==> config.mk <==
export PLATFORM = sky130hd
export DESIGN_NAME = memory_system_ctrl
export DESIGN_NICKNAME = d
export VERILOG_FILES = /design/src/rtl/memory_system_ctrl.sv
export SDC_FILE = /design/constraint.sdc
export NUM_CORES = 1
export LEC_CHECK = 0
export ABC_AREA = 0
export CAP_MARGIN = 20
export CORE_ASPECT_RATIO = 1.2
export CORE_MARGIN = 3
export CORE_UTILIZATION = 30
export DETAILED_ROUTE_END_ITERATION = 7
export SKIP_LAST_GASP = 1
export SYNTH_ARGS = -nofsm -noshare
export SYNTH_HDL_FRONTEND = slang
export SYNTH_SLANG_ARGS = --single-unit
==> constraint.sdc <==
create_clock -name clk -period 2.4 [get_ports clk]
set_clock_uncertainty 0.05 [all_clocks]
set_input_delay 0.48 -clock clk [delete_from_list [all_inputs] [get_ports clk]]
set_output_delay 0.48 -clock clk [all_outputs]
set_load 0.05 [all_outputs]
==> src/rtl/memory_system_ctrl.sv <==
// ============================================================================
// memory_system_ctrl
//
// Microsequencer for memory_system. Runs a four-state fetch/decode
// (F0 MAR<=PC, F1 MDR<=mem, F2 IR<=MDR and PC<=PC+1, DEC). It then runs a
// per-opcode execute sequence (E0..E2) and returns to F0. HALT parks the
// machine in HALTED until reset.
//
// Ports
//   clk, rst              clock (rising edge), asynchronous active-high reset
//   start                 leave IDLE and begin fetching (ignored otherwise)
//   instruction[4:0]      IR opcode from memory_system
//   C, N, P, Z            latched ALU flags from memory_system
//   ir_sclr, mar_sclr     synchronous clears of IR / MAR (asserted in IDLE)
//   enaf                  flag latch enable
//   selop[2:0]            ALU operation (op1 = ACC, op2 = busB)
//   shamt[1:0]            shift amount, always zero
//   bank_wr_en            register bank write of busC
//   busB_addr, busC_addr  bank read / write addresses
//   ir_en, mar_en, mdr_en register load enables
//   wr_rdn                1 = memory write, 0 = read
//   mdr_alu_n             busC source: 1 = MDR, 0 = ALU
//   busy, halted          status; illegal pulses in DEC on an undefined opcode
// ============================================================================
module memory_system_ctrl #(
    parameter logic [2:0] PC_ADDR   = 3'b000,
    parameter logic [2:0] DPTR_ADDR = 3'b001,
    parameter logic [2:0] A_ADDR    = 3'b011,
    parameter logic [2:0] TEMP_ADDR = 3'b100,
    parameter logic [2:0] ACC_ADDR  = 3'b111
) (
    input  logic       clk,
    input  logic       rst,
    input  logic       start,
    input  logic [4:0] instruction,
    input  logic       C,
    input  logic       N,
    input  logic       P,
    input  logic       Z,
    output logic       ir_sclr,
    output logic       mar_sclr,
    output logic       enaf,
    output logic [2:0] selop,
    output logic [1:0] shamt,
    output logic       bank_wr_en,
    output logic [2:0] busB_addr,
    output logic [2:0] busC_addr,
    output logic       ir_en,
    output logic       mar_en,
    output logic       mdr_en,
    output logic       wr_rdn,
    output logic       mdr_alu_n,
    output logic       busy,
    output logic       halted,
    output logic       illegal
);

    typedef enum logic [3:0] {
        S_IDLE, S_F0, S_F1, S_F2, S_DEC, S_E0, S_E1, S_E2, S_HALTED
    } state_t;

    localparam logic [4:0] OP_NOP  = 5'b00000;
    localparam logic [4:0] OP_LDA  = 5'b01000;
    localparam logic [4:0] OP_STA  = 5'b01001;
    localparam logic [4:0] OP_MOVA = 5'b01010;
    localparam logic [4:0] OP_INCD = 5'b01011;
    localparam logic [4:0] OP_JZ   = 5'b01100;
    localparam logic [4:0] OP_JC   = 5'b01101;
    localparam logic [4:0] OP_HALT = 5'b11111;

    localparam logic [2:0] ALU_PASS_B = 3'b000;
    localparam logic [2:0] ALU_INC_B  = 3'b111;

    state_t state_q, state_d;
    logic   take_q, take_d;   // jump condition captured in DEC

    logic is_alu, has_exec, is_illegal;

    // N and P are not consumed by any current opcode.
    logic unused_flags;
    assign unused_flags = N ^ P;

    assign is_alu     = (instruction[4:3] == 2'b00) && (instruction[2:0] != 3'b000);
    // Opcodes 00001..01101 all need at least one execute cycle.
    assign has_exec   = (instruction != OP_NOP) && (instruction <= OP_JC);
    assign is_illegal = (instruction > OP_JC) && (instruction != OP_HALT);

    // NOTE: state registers use non-blocking assignments so every flop samples
    // pre-edge values; blocking here would create order-dependent simulation.
    always_ff @(posedge clk or posedge rst) begin
        if (rst) begin
            state_q <= S_IDLE;
            take_q  <= 1'b0;
        end else begin
            state_q <= state_d;
            take_q  <= take_d;
        end
    end

    // Next-state logic. The flag is sampled only in DEC, so a flag update
    // during E0 cannot change a jump already decided.
    always_comb begin
        // NOTE: defaults first so every path assigns every signal; a missing
        // branch would otherwise infer a latch.
        state_d = state_q;
        take_d  = take_q;
        unique case (state_q)
            S_IDLE:   if (start) state_d = S_F0;
            S_F0:     state_d = S_F1;
            S_F1:     state_d = S_F2;
            S_F2:     state_d = S_DEC;
            S_DEC: begin
                take_d = ((instruction == OP_JZ) && Z) || ((instruction == OP_JC) && C);
                if (instruction == OP_HALT) state_d = S_HALTED;
                else if (has_exec)          state_d = S_E0;
                else                        state_d = S_F0;   // NOP and illegal
            end
            S_E0:     state_d = ((instruction == OP_LDA) || (instruction == OP_STA)) ? S_E1 : S_F0;
            S_E1:     state_d = (instruction == OP_LDA) ? S_E2 : S_F0;
            S_E2:     state_d = S_F0;
            S_HALTED: state_d = S_HALTED;
            default:  state_d = S_IDLE;
        endcase
    end

    // Moore outputs (plus the held opcode in execute states).
    always_comb begin
        ir_sclr    = 1'b0;
        mar_sclr   = 1'b0;
        enaf       = 1'b0;
        selop      = ALU_PASS_B;
        shamt      = 2'b00;
        bank_wr_en = 1'b0;
        busB_addr  = 3'b000;
        busC_addr  = 3'b000;
        ir_en      = 1'b0;
        mar_en     = 1'b0;
        mdr_en     = 1'b0;
        wr_rdn     = 1'b0;
        mdr_alu_n  = 1'b0;
        busy       = (state_q != S_IDLE) && (state_q != S_HALTED);
        halted     = (state_q == S_HALTED);
        illegal    = 1'b0;

        unique case (state_q)
            S_IDLE: begin
                ir_sclr  = 1'b1;
                mar_sclr = 1'b1;
            end
            S_F0: begin
                busB_addr = PC_ADDR;
                mar_en    = 1'b1;
            end
            S_F1: mdr_en = 1'b1;
            S_F2: begin
                ir_en      = 1'b1;
                busB_addr  = PC_ADDR;
                selop      = ALU_INC_B;
                busC_addr  = PC_ADDR;
                bank_wr_en = 1'b1;
            end
            S_DEC: illegal = is_illegal;
            S_E0: begin
                if (is_alu) begin
                    busB_addr  = A_ADDR;
                    selop      = instruction[2:0];
                    busC_addr  = ACC_ADDR;
                    bank_wr_en = 1'b1;
                    enaf       = 1'b1;
                end else if ((instruction == OP_LDA) || (instruction == OP_STA)) begin
                    busB_addr = DPTR_ADDR;
                    mar_en    = 1'b1;
                end else if (instruction == OP_MOVA) begin
                    busB_addr  = ACC_ADDR;
                    busC_addr  = A_ADDR;
                    bank_wr_en = 1'b1;
                end else if (instruction == OP_INCD) begin
                    busB_addr  = DPTR_ADDR;
                    selop      = ALU_INC_B;
                    busC_addr  = DPTR_ADDR;
                    bank_wr_en = 1'b1;
                end else if (take_q) begin
                    busB_addr  = TEMP_ADDR;
                    busC_addr  = PC_ADDR;
                    bank_wr_en = 1'b1;
                end
            end
            S_E1: begin
                mdr_en = 1'b1;
                if (instruction == OP_STA) begin
                    // ACC passes through the ALU onto the memory write path.
                    busB_addr = ACC_ADDR;
                    wr_rdn    = 1'b1;
                end
            end
            S_E2: begin
                mdr_alu_n  = 1'b1;
                busC_addr  = ACC_ADDR;
                bank_wr_en = 1'b1;
            end
            default: ;
        endcase
    end

endmodule

==> results.yml, run 1 <==
logic_synthesis:
  synthFlopType: "dfrtp_1"
  synth-seq-cells: 5
  syn_area_sq_um: 652
  synth.avg_cell_area_sq_um: 7.01
  synthDistinctLibCells: 37
  synth.largest_area_cell: "dfrtp_1"
  ys_seq_area_share_pct: 19.2
  syn-instance-count: 93
  yosys-top-cells-count: "13 x nor2_1, 8 x inv_1, 7 x nand2_1"
  yosys.area.top_type_share_pct: 19.2
  synthArstFlopShare_pct: 100
  synth.most_common_cell: "nor2_1"
  synth_edf_count: 0
  synth_area_leaders: "dfrtp_1 19%, nor2_1 7.5%, buf_4 4.6%"
  yosysWarnings: 0
routing:
  drt_first_pass_iters: 4
  vias_per_cell: 4.90
  wirelength_mm: 2.14
  routedWlPerCell_microns: 12.9
  final_antenna_net_count: 0
  drc_errors: 0
  drt_iter0_markers: 6
  num_vias: 809
worst_setup_path:
  path_common_cell: "or2_1"
  end_kind: "output port"
  worstPathArrival_ns: 1.81
  critPathLaunch: "instruction[2]"
  crit_family: "simple AND/OR/NAND/NOR gates"
  critPathMaxFanout: 6
  crit_path_start_kind: "input port"
  r2r_end: "state_q[3]$_DFFE_PP0P_"
  worstPathRequired_ns: 1.87
  worst-path-stages: 5
  rrSetupSlack_ns: 1.04
  cp_cell_sequence: "dlygate4sd2_1, or2_1, or2_1, a211oi_2, buf_12"
  crit_path_max_incr_delay_ns: 0.30
  critPathSlowestCell: "a211oi_2"
  crit_path_end: "mar_en"
  ff2ff_path_depth: 2
  worst-path-buf-inv: 2
  criticalPathCategory: "input port to output port"
  rr_startpoint: "state_q[0]$_DFFE_PP0P_"
timing:
  fin_ws_ns: 0.0561
  finalSetupViolCount: 0
  finalCritPeriodShare_pct: 97.7
  rsz0062_at_grt: "true"
  timing.setup.tns_ns: 0
  fmax_mhz: 427
  hold_viol_final: 0
  whs_ns: 0.388
  fin_crit_ns: 2.34
  slew_viol_final: 0
clocking:
  clk_latency_ns: 0.24
  cts_tree: "done"
  clock-root-buffer: "clkbuf_4"
  cts.sinks: 5
  cts_inserted_buffers: 3
  ctsHoldBuffers: 0
  clk_pin_slew_ns: 0.05
  h-tree-depth: 1
  max-clock-path-buffers: 2
min_path:
  hp-class: "input port to asynchronous set/reset pin"
grt:
  grt_pass1_wl_mm: 3.72
  gr-total-overflow: 0
  antenna_found_initial: 0
  gr-usage-all-layers_pct: 16.6
  grt_max_degree: 13
  grt_pass1_vias: 848
pwr:
  p_clk_share_pct: 6.9
  p_sw_mw: 0.786
  p_leak_nw: 0.599
  totalPowerFinal_mw: 1.44
  p_comb_share_pct: 79.3
  ir_worst_vdd_mv: 0.732
  swShare_pct: 54.5
  internal_power_mw: 0.655
  p_seq_share_pct: 13.8
  powerDensity_mw_per_mm2: 1130
run_status:
  status: "completed"
placement:
  placed_area_sq_mm: 0.00119
  dp.cells: 159
  io_buffers: 30
  globalplace.congestion: 0.823
  dp_hpwl_mm: 1.68
  pre_cts_ws_ns: -0.207
floorplanning:
  die-area_sq_mm: 0.00277
  core_area_sq_mm: 0.00196
  ioPinCount: 35
  row_count: 17
  start_util_pct: 33.3
  die_x_microns: 48.6
  die_y_microns: 57.1
cells_and_area:
  final_nets: 150
  area_growth_pct: 94.8
  design_area_sq_mm: 0.00127
  finalNonFillerCells: 165
  post-route-util_pct: 64.9
  fill_cells: 186
  antennaDiodeCount: 0
  drive_above_1_share_pct: 46.0
flow_run:
  drv_cap: 0
==> flip-flops by register name, indices dropped and copies added (netlist names) <==
register,cells
state_q,4
take_q,1
==> power groups by stage <==
stage               clock [mW]  combinational (mW)  sequential [mW]
floorplan                    0               0.775            0.131
global placement             0                1.13            0.193
detailed placement           0                1.14            0.196
CTS                      0.104                1.15            0.196
global route             0.107                1.20            0.210
finish                  0.0993                1.14            0.199
==> cell usage in the layout, fill, tap and decap left out, drive strengths merged <==
cell type	Yosys	final
a21bo	1	1
nand2b	4	4
o22ai	2	2
dlygate4sd2	0	4
clkdlybuf4s50	0	4
or3	2	2
clkbuf	1	4
nor2b	2	2
o21ai	10	10
or2	2	2
a211oi	1	1
nand3	1	1
nand3b	1	1
buf	8	39
a31oi	2	2
and2	1	1
a221oi	2	2
a32oi	1	1
a21o	1	1
dfrtp	5	5
o31ai	3	3
a21oi	3	3
and3	2	2
nor2	13	13
inv	8	8
nand2	7	7
nor3b	3	3
nand4	1	1
clkdlybuf4s15	0	1
or4b	1	1
mux2i	2	2
conb	1	2
o211ai	1	1
nor3	1	1
==> timing repair <==
action,in CTS,in global routing
hold endpoints to repair,0,0
pin swaps,4,4
gates resized for setup,15,4
setup buffers,1,1
endpoints found under the setup margin,11,7
==> layer usage <==
metal  track usage, %  part of all wire, %  up-vias
met3             4.18                  6.2        2
li1                 -                    -      408
met4             4.88                 0.75        0
met2             30.7                   54       24
met5                0                    0        -
met1             18.8                   39      375
==> area by class of cell <==
class / instances / area [sq um] / area share, %
repair buffers: 48 / 528 / 41.6
multi-input cells: 72 / 524 / 41.3
flip-flops and latches: 5 / 126 / 9.95
inverters: 8 / 30.0 / 2.36
clock buffers: 4 / 26.3 / 2.07
well taps: 28 / 35.0 / 2.76
==> kinds of logic (layout without fill, tap and decap cells) <==
logic type	after synthesis	in the layout	synth area share, %
AO/OA/AOI/OAI	27	27	28.6
buffers and inverters	17	60	13.8
flip-flops	5	5	19.2
multiplexers	2	2	3.07
other	1	2	0.575
AND/OR/NAND/NOR	41	41	34.7
==> how the worst min path moves through the flow <==
stage                                   from                      to  slack [ns]  cells after the start
after floorplan                          rst  state_q[0]$_DFFE_PP0P_        0.21                      1
after global placement    take_q$_DFFE_PP0P_      take_q$_DFFE_PP0P_        0.46                      2
after detailed placement  take_q$_DFFE_PP0P_      take_q$_DFFE_PP0P_        0.47                      2
after CTS                                rst  state_q[2]$_DFFE_PP0P_        0.38                      2
after global routing                     rst  state_q[3]$_DFFE_PP0P_        0.43                      2
final                                    rst      take_q$_DFFE_PP0P_        0.39                      2
Note: power is estimated with default switching activity, not from simulation.
==> inputs of run 2 (changes only) <==
==> constraint.sdc (replaced) <==
create_clock -name clk -period 2.4 [get_ports clk]
set_clock_uncertainty 0.05 [all_clocks]
set_input_delay 0.48 -clock clk [delete_from_list [all_inputs] [get_ports clk]]
set_output_delay 0.48 -clock clk [all_outputs]
set_load 0.005 [all_outputs]
==> results.yml, run 2 (synthesized netlist as in run 1, its figures left out) <==
timing:
  fmax_mhz: 429
  hold_viol_final: 0
  timing.setup.tns_ns: 0
  slew_viol_final: 0
  fin_crit_ns: 2.33
  finalSetupViolCount: 0
  finalCritPeriodShare_pct: 97.1
  rsz0062_at_grt: "true"
floorplanning:
  die_y_microns: 57.1
  die-area_sq_mm: 0.00277
  die_x_microns: 48.6
  row_count: 17
  core_area_sq_mm: 0.00196
  ioPinCount: 35
  start_util_pct: 33.3
cells_and_area:
  design_area_sq_mm: 0.00118
  largest_reg_flops: 4
  top_regs: "state_q: 4 flops, take_q: 1 flops"
  finalNonFillerCells: 168
  post-route-util_pct: 60.4
  fill_cells: 199
  mostFrequentLayoutCells: "20 x buf_4, 12 x clkdlybuf4s50_1, 10 x nor2_1"
  regMostFlops: "state_q"
  drive_above_1_share_pct: 36.4
  final_nets: 153
  antennaDiodeCount: 0
  area_growth_pct: 81.4
  mostFrequentLayoutCell: "buf_4"
min_path:
  hp-class: "input port to asynchronous set/reset pin"
grt:
  gr-usage-all-layers_pct: 15.6
  grt_pass1_wl_mm: 3.42
  grt_max_degree: 13
  gr-total-overflow: 0
  grt_pass1_vias: 788
  antenna_found_initial: 0
clocking:
  clk_latency_ns: 0.24
  cts_inserted_buffers: 3
  max-clock-path-buffers: 2
  clk_pin_slew_ns: 0.04
  cts.sinks: 5
  cts_tree: "done"
  ctsHoldBuffers: 0
  h-tree-depth: 1
  clock-root-buffer: "clkbuf_4"
run_status:
  status: "completed"
worst_setup_path:
  crit_path_start_kind: "input port"
  criticalPathCategory: "input port to output port"
  worstPathArrival_ns: 1.80
  critPathMaxFanout: 4
  end_kind: "output port"
  worstPathRequired_ns: 1.87
pwr:
  ir_worst_vdd_mv: 0.484
  powerDensity_mw_per_mm2: 712
  p_leak_nw: 0.607
placement:
  dp.cells: 157
  dp_hpwl_mm: 1.51
  placed_area_sq_mm: 0.00104
  globalplace.congestion: 0.822
  io_buffers: 30
routing:
  num_vias: 850
  vias_per_cell: 5.06
  final_antenna_net_count: 0
  wirelength_mm: 2.11
  routedWlPerCell_microns: 12.6
  drt_first_pass_iters: 4
  drc_errors: 0
  drt_iter0_markers: 31
flow_run:
  drv_cap: 0
==> run 2: worst max-delay path: stages <==
cell	delay, ns
clkdlybuf4s15_2	0.20
or2_4	0.28
nor2_4	0.09
nand4_1	0.15
inv_1	0.10
clkdlybuf4s50_1	0.50
==> run 2: what timing repair did <==
item / 4_1_cts / 5_1_grt
gates resized for setup: 36 / 15
buffers inserted: 6 / 2
pin swaps: 7 / 2
endpoints found under the setup margin: 14 / 13
==> run 2: layer usage <==
layer  part of all wire [%]  GRT usage [%]  routed length [microns]  vias to the layer above
met5                      0              0                        0                        -
met4                    2.2           6.91                       47                        0
met3                    4.2           3.92                       89                        6
met2                     53           28.5                     1130                       25
met1                     40           17.1                      844                      403
li1                       -              -                        -                      416
==> run 2: area by class of cell <==
| class | instances | area [sq um] | share of cell area (%) |
|---|---|---|---|
| timing repair buffer | 51 | 449 | 38.0 |
| clock buffer | 4 | 26.3 | 2.22 |
| sequential | 5 | 126 | 10.7 |
| tap | 28 | 35.0 | 2.96 |
| inverter | 8 | 30.0 | 2.54 |
| multi-input combinational | 72 | 515 | 43.6 |
==> run 2: through the flow <==
step / hold WS, ns / worst slack [ns] / total power, mW
4_1_cts: 0.391 / 0.00383 / 0.823
2_1_floorplan: 0.209 / 0.488 / 0.472
5_1_grt: 0.401 / -0.00242 / 0.916
6_report: 0.394 / 0.0696 / 0.842
3_5_place_dp: 0.465 / -0.486 / 0.739
3_3_place_gp: 0.460 / -0.435 / 0.736
==> run 2: where the power goes <==
part | switching [mW] | leakage, nW | internal [mW]
registers | 0.0581 | 0.0637 | 0.119
clock network | 0.0349 | 0.0150 | 0.0629
logic | 0.242 | 0.528 | 0.325
total | 0.335 | 0.607 | 0.507
==> run 2: worst paths after layout <==
path | startpoint | depth (start not counted) | slack [ns] | end
worst max-delay path | instruction[2] | 6 | 0.07 | wr_rdn
worst min-delay path | rst | 2 | 0.39 | state_q[1]$_DFFE_PP0P_
worst max register to register | state_q[1]$_DFFE_PP0P_ | 4 | 1.11 | state_q[2]$_DFFE_PP0P_
worst min register to register | take_q$_DFFE_PP0P_ | 2 | 0.48 | take_q$_DFFE_PP0P_
max in group asynchronous | rst | 2 | 1.71 | state_q[0]$_DFFE_PP0P_
min in group clk | take_q$_DFFE_PP0P_ | 2 | 0.48 | take_q$_DFFE_PP0P_
==> inputs of run 3 (changes only) <==
--- a/config.mk
+++ b/config.mk
@@ -5,12 +5,13 @@
 export SDC_FILE = /design/constraint.sdc
 export NUM_CORES = 1
 export LEC_CHECK = 0
-export ABC_AREA = 0
+export ABC_AREA = 1
 export CAP_MARGIN = 20
 export CORE_ASPECT_RATIO = 1.2
 export CORE_MARGIN = 3
 export CORE_UTILIZATION = 30
 export DETAILED_ROUTE_END_ITERATION = 7
+export HOLD_SLACK_MARGIN = 0.03
 export SKIP_LAST_GASP = 1
 export SYNTH_ARGS = -nofsm -noshare
 export SYNTH_HDL_FRONTEND = slang
==> results.yml, run 3 <==
logic_synthesis:
  synthFlopType: "dfrtp_1"
  synthDistinctLibCells: 24
  yosys.area.top_type_share_pct: 17.9
  synth-seq-cells: 5
  synth.largest_area_cell: "dfrtp_1"
  yosys-top-cells-count: "29 x nand2_1, 23 x inv_1, 12 x nand3_1, 12 x nor2_1, 6 x nand4_1"
  synth_edf_count: 0
  yosysWarnings: 0
  synth.most_common_cell: "nand2_1"
  syn_area_sq_um: 698
  ys_seq_area_share_pct: 17.9
  syn-instance-count: 118
  synthArstFlopShare_pct: 100
  synth.avg_cell_area_sq_um: 5.92
  synth_area_leaders: "dfrtp_1 18%, nand2_1 16%, inv_1 12%"
worst_setup_path:
  rr_startpoint: "state_q[0]$_DFFE_PP0P_"
  end_kind: "output port"
  criticalPathCategory: "input port to output port"
  worstPathArrival_ns: 1.80
  worstPathRequired_ns: 1.87
  rrSetupSlack_ns: 1.11
  r2r_end: "state_q[0]$_DFFE_PP0P_"
  crit_path_start_kind: "input port"
  critPathMaxFanout: 7
  ff2ff_path_depth: 8
  critPathLaunch: "instruction[4]"
cells_and_area:
  mostFrequentLayoutCells: "29 x nand2_1, 20 x inv_1, 19 x clkdlybuf4s50_1"
  design_area_sq_mm: 0.00119
  finalNonFillerCells: 199
  mostFrequentLayoutCell: "nand2_1"
  regMostFlops: "state_q"
  antennaDiodeCount: 0
  final_nets: 182
  top_regs: "state_q: 4 flops, take_q: 1 flops"
  post-route-util_pct: 55.7
  drive_above_1_share_pct: 30.2
  largest_reg_flops: 4
  area_growth_pct: 70.6
timing:
  finalSetupViolCount: 0
  fmax_mhz: 429
  timing.setup.tns_ns: 0
  finalCritPeriodShare_pct: 97.1
  fin_crit_ns: 2.33
  slew_viol_final: 0
  whs_ns: 0.384
  hold_viol_final: 0
  rsz0062_at_grt: "true"
pwr:
  powerDensity_mw_per_mm2: 708
  p_sw_mw: 0.371
  internal_power_mw: 0.472
  p_clk_share_pct: 12.2
  p_seq_share_pct: 18.3
  p_comb_share_pct: 69.4
  swShare_pct: 44.0
  ir_worst_vdd_mv: 0.364
  p_leak_nw: 0.689
clocking:
  h-tree-depth: 1
  clk_pin_slew_ns: 0.05
  cts.sinks: 5
  cts_tree: "done"
  cts_inserted_buffers: 3
  ctsHoldBuffers: 0
  max-clock-path-buffers: 2
  clock-root-buffer: "clkbuf_4"
  clk_latency_ns: 0.25
routing:
  num_vias: 886
  drc_errors: 0
  wirelength_mm: 2.04
  vias_per_cell: 4.45
  routedWlPerCell_microns: 10.3
  drt_first_pass_iters: 4
  final_antenna_net_count: 0
  drt_iter0_markers: 9
placement:
  globalplace.congestion: 0.794
  dp.cells: 190
  placed_area_sq_mm: 0.00112
  dp_hpwl_mm: 1.61
  io_buffers: 30
grt:
  grt_max_degree: 10
  grt_pass1_wl_mm: 3.36
  antenna_found_initial: 0
  use_met3_pct: 1.52
  grt_busiest_layer: "met2"
  use_met1_pct: 16.3
  gr-usage-all-layers_pct: 14.1
  gr-total-overflow: 0
  met2_usage_pct: 26.7
  grt_pass1_vias: 846
floorplanning:
  row_count: 18
  core_area_sq_mm: 0.00214
  start_util_pct: 32.6
  die_x_microns: 50.0
  die_y_microns: 58.8
  die-area_sq_mm: 0.00294
  ioPinCount: 35
min_path:
  hp-class: "input port to asynchronous set/reset pin"
run_status:
  status: "completed"
flow_run:
  drv_cap: 0
-- run 3: cell count changes after synthesis, sizes merged, moves of 5 or more --
cell and delta:
buf -5, inv +19, nand2 +27, nand3 +13
nand4 +6, o21ai -7
-- run 3: timing repair --
item | in CTS | in global routing
setup buffers | 3 | 1
setup endpoints to repair | 14 | 8
pin swaps | 5 | 3
gates cloned | 0 | 1
resized for setup | 14 | 14
endpoints found under the hold margin | 0 | 0
-- run 3: cells by family (layout without fill, tap and decap cells) --
family	Yosys count	after routing	share of synthesized area (%)
AND/OR/NAND/NOR	74	75	55.7
buffers and inverters	31	80	18.8
flip-flops	5	5	17.9
other	1	2	0.537
AO/OA/AOI/OAI	7	7	6.99
-- run 3: worst max-delay path by stage --
stage / end / slack (ns) / cells past startpoint
floorplan: selop[2] / 0.78 / 6
global placement: busB_addr[0] / -0.23 / 7
detailed placement: busB_addr[2] / -0.27 / 7
CTS: busC_addr[0] / 0.02 / 6
global route: illegal / -0.02 / 8
finish: busC_addr[0] / 0.07 / 7
-- run 3: per-stage QoR --
step | worst slack, ns | total power [mW]
4_1_cts | 0.0183 | 0.826
3_5_place_dp | -0.268 | 0.736
6_report | 0.0701 | 0.843
3_3_place_gp | -0.227 | 0.731
5_1_grt | -0.0184 | 0.914
2_1_floorplan | 0.783 | 0.454
-- run 3: power by group through the flow --
stage               registers (mW)  logic, mW  clock network, mW
global route                 0.158      0.648              0.109
finish                       0.155      0.586              0.103
floorplan                    0.146      0.309                  0
detailed placement           0.154      0.582                  0
CTS                          0.152      0.571              0.103
global placement             0.152      0.579                  0
-- run 3: cell type report --
| class | instances | area (sq um) |
|---|---|---|
| clock buffers | 4 | 26.3 |
| well taps | 30 | 37.5 |
| repair buffers | 49 | 425 |
| fillers | 215 | 948 |
| multi-input cells | 84 | 475 |
| inverters | 27 | 101 |
| flip-flops and latches | 5 | 125 |
-- run 3: critical path, cell delays in order --
cell,delay [ns]
dlygate4sd2_1,0.26
inv_2,0.09
buf_6,0.13
buf_4,0.12
nand4_4,0.13
o211ai_2,0.08
clkdlybuf4s50_1,0.51
-- run 3: layer usage --
layer	up-vias	part of all wire [%]
met5	-	0
met4	0	1.4
met3	4	3.0
met2	22	52
met1	395	44
li1	465	-
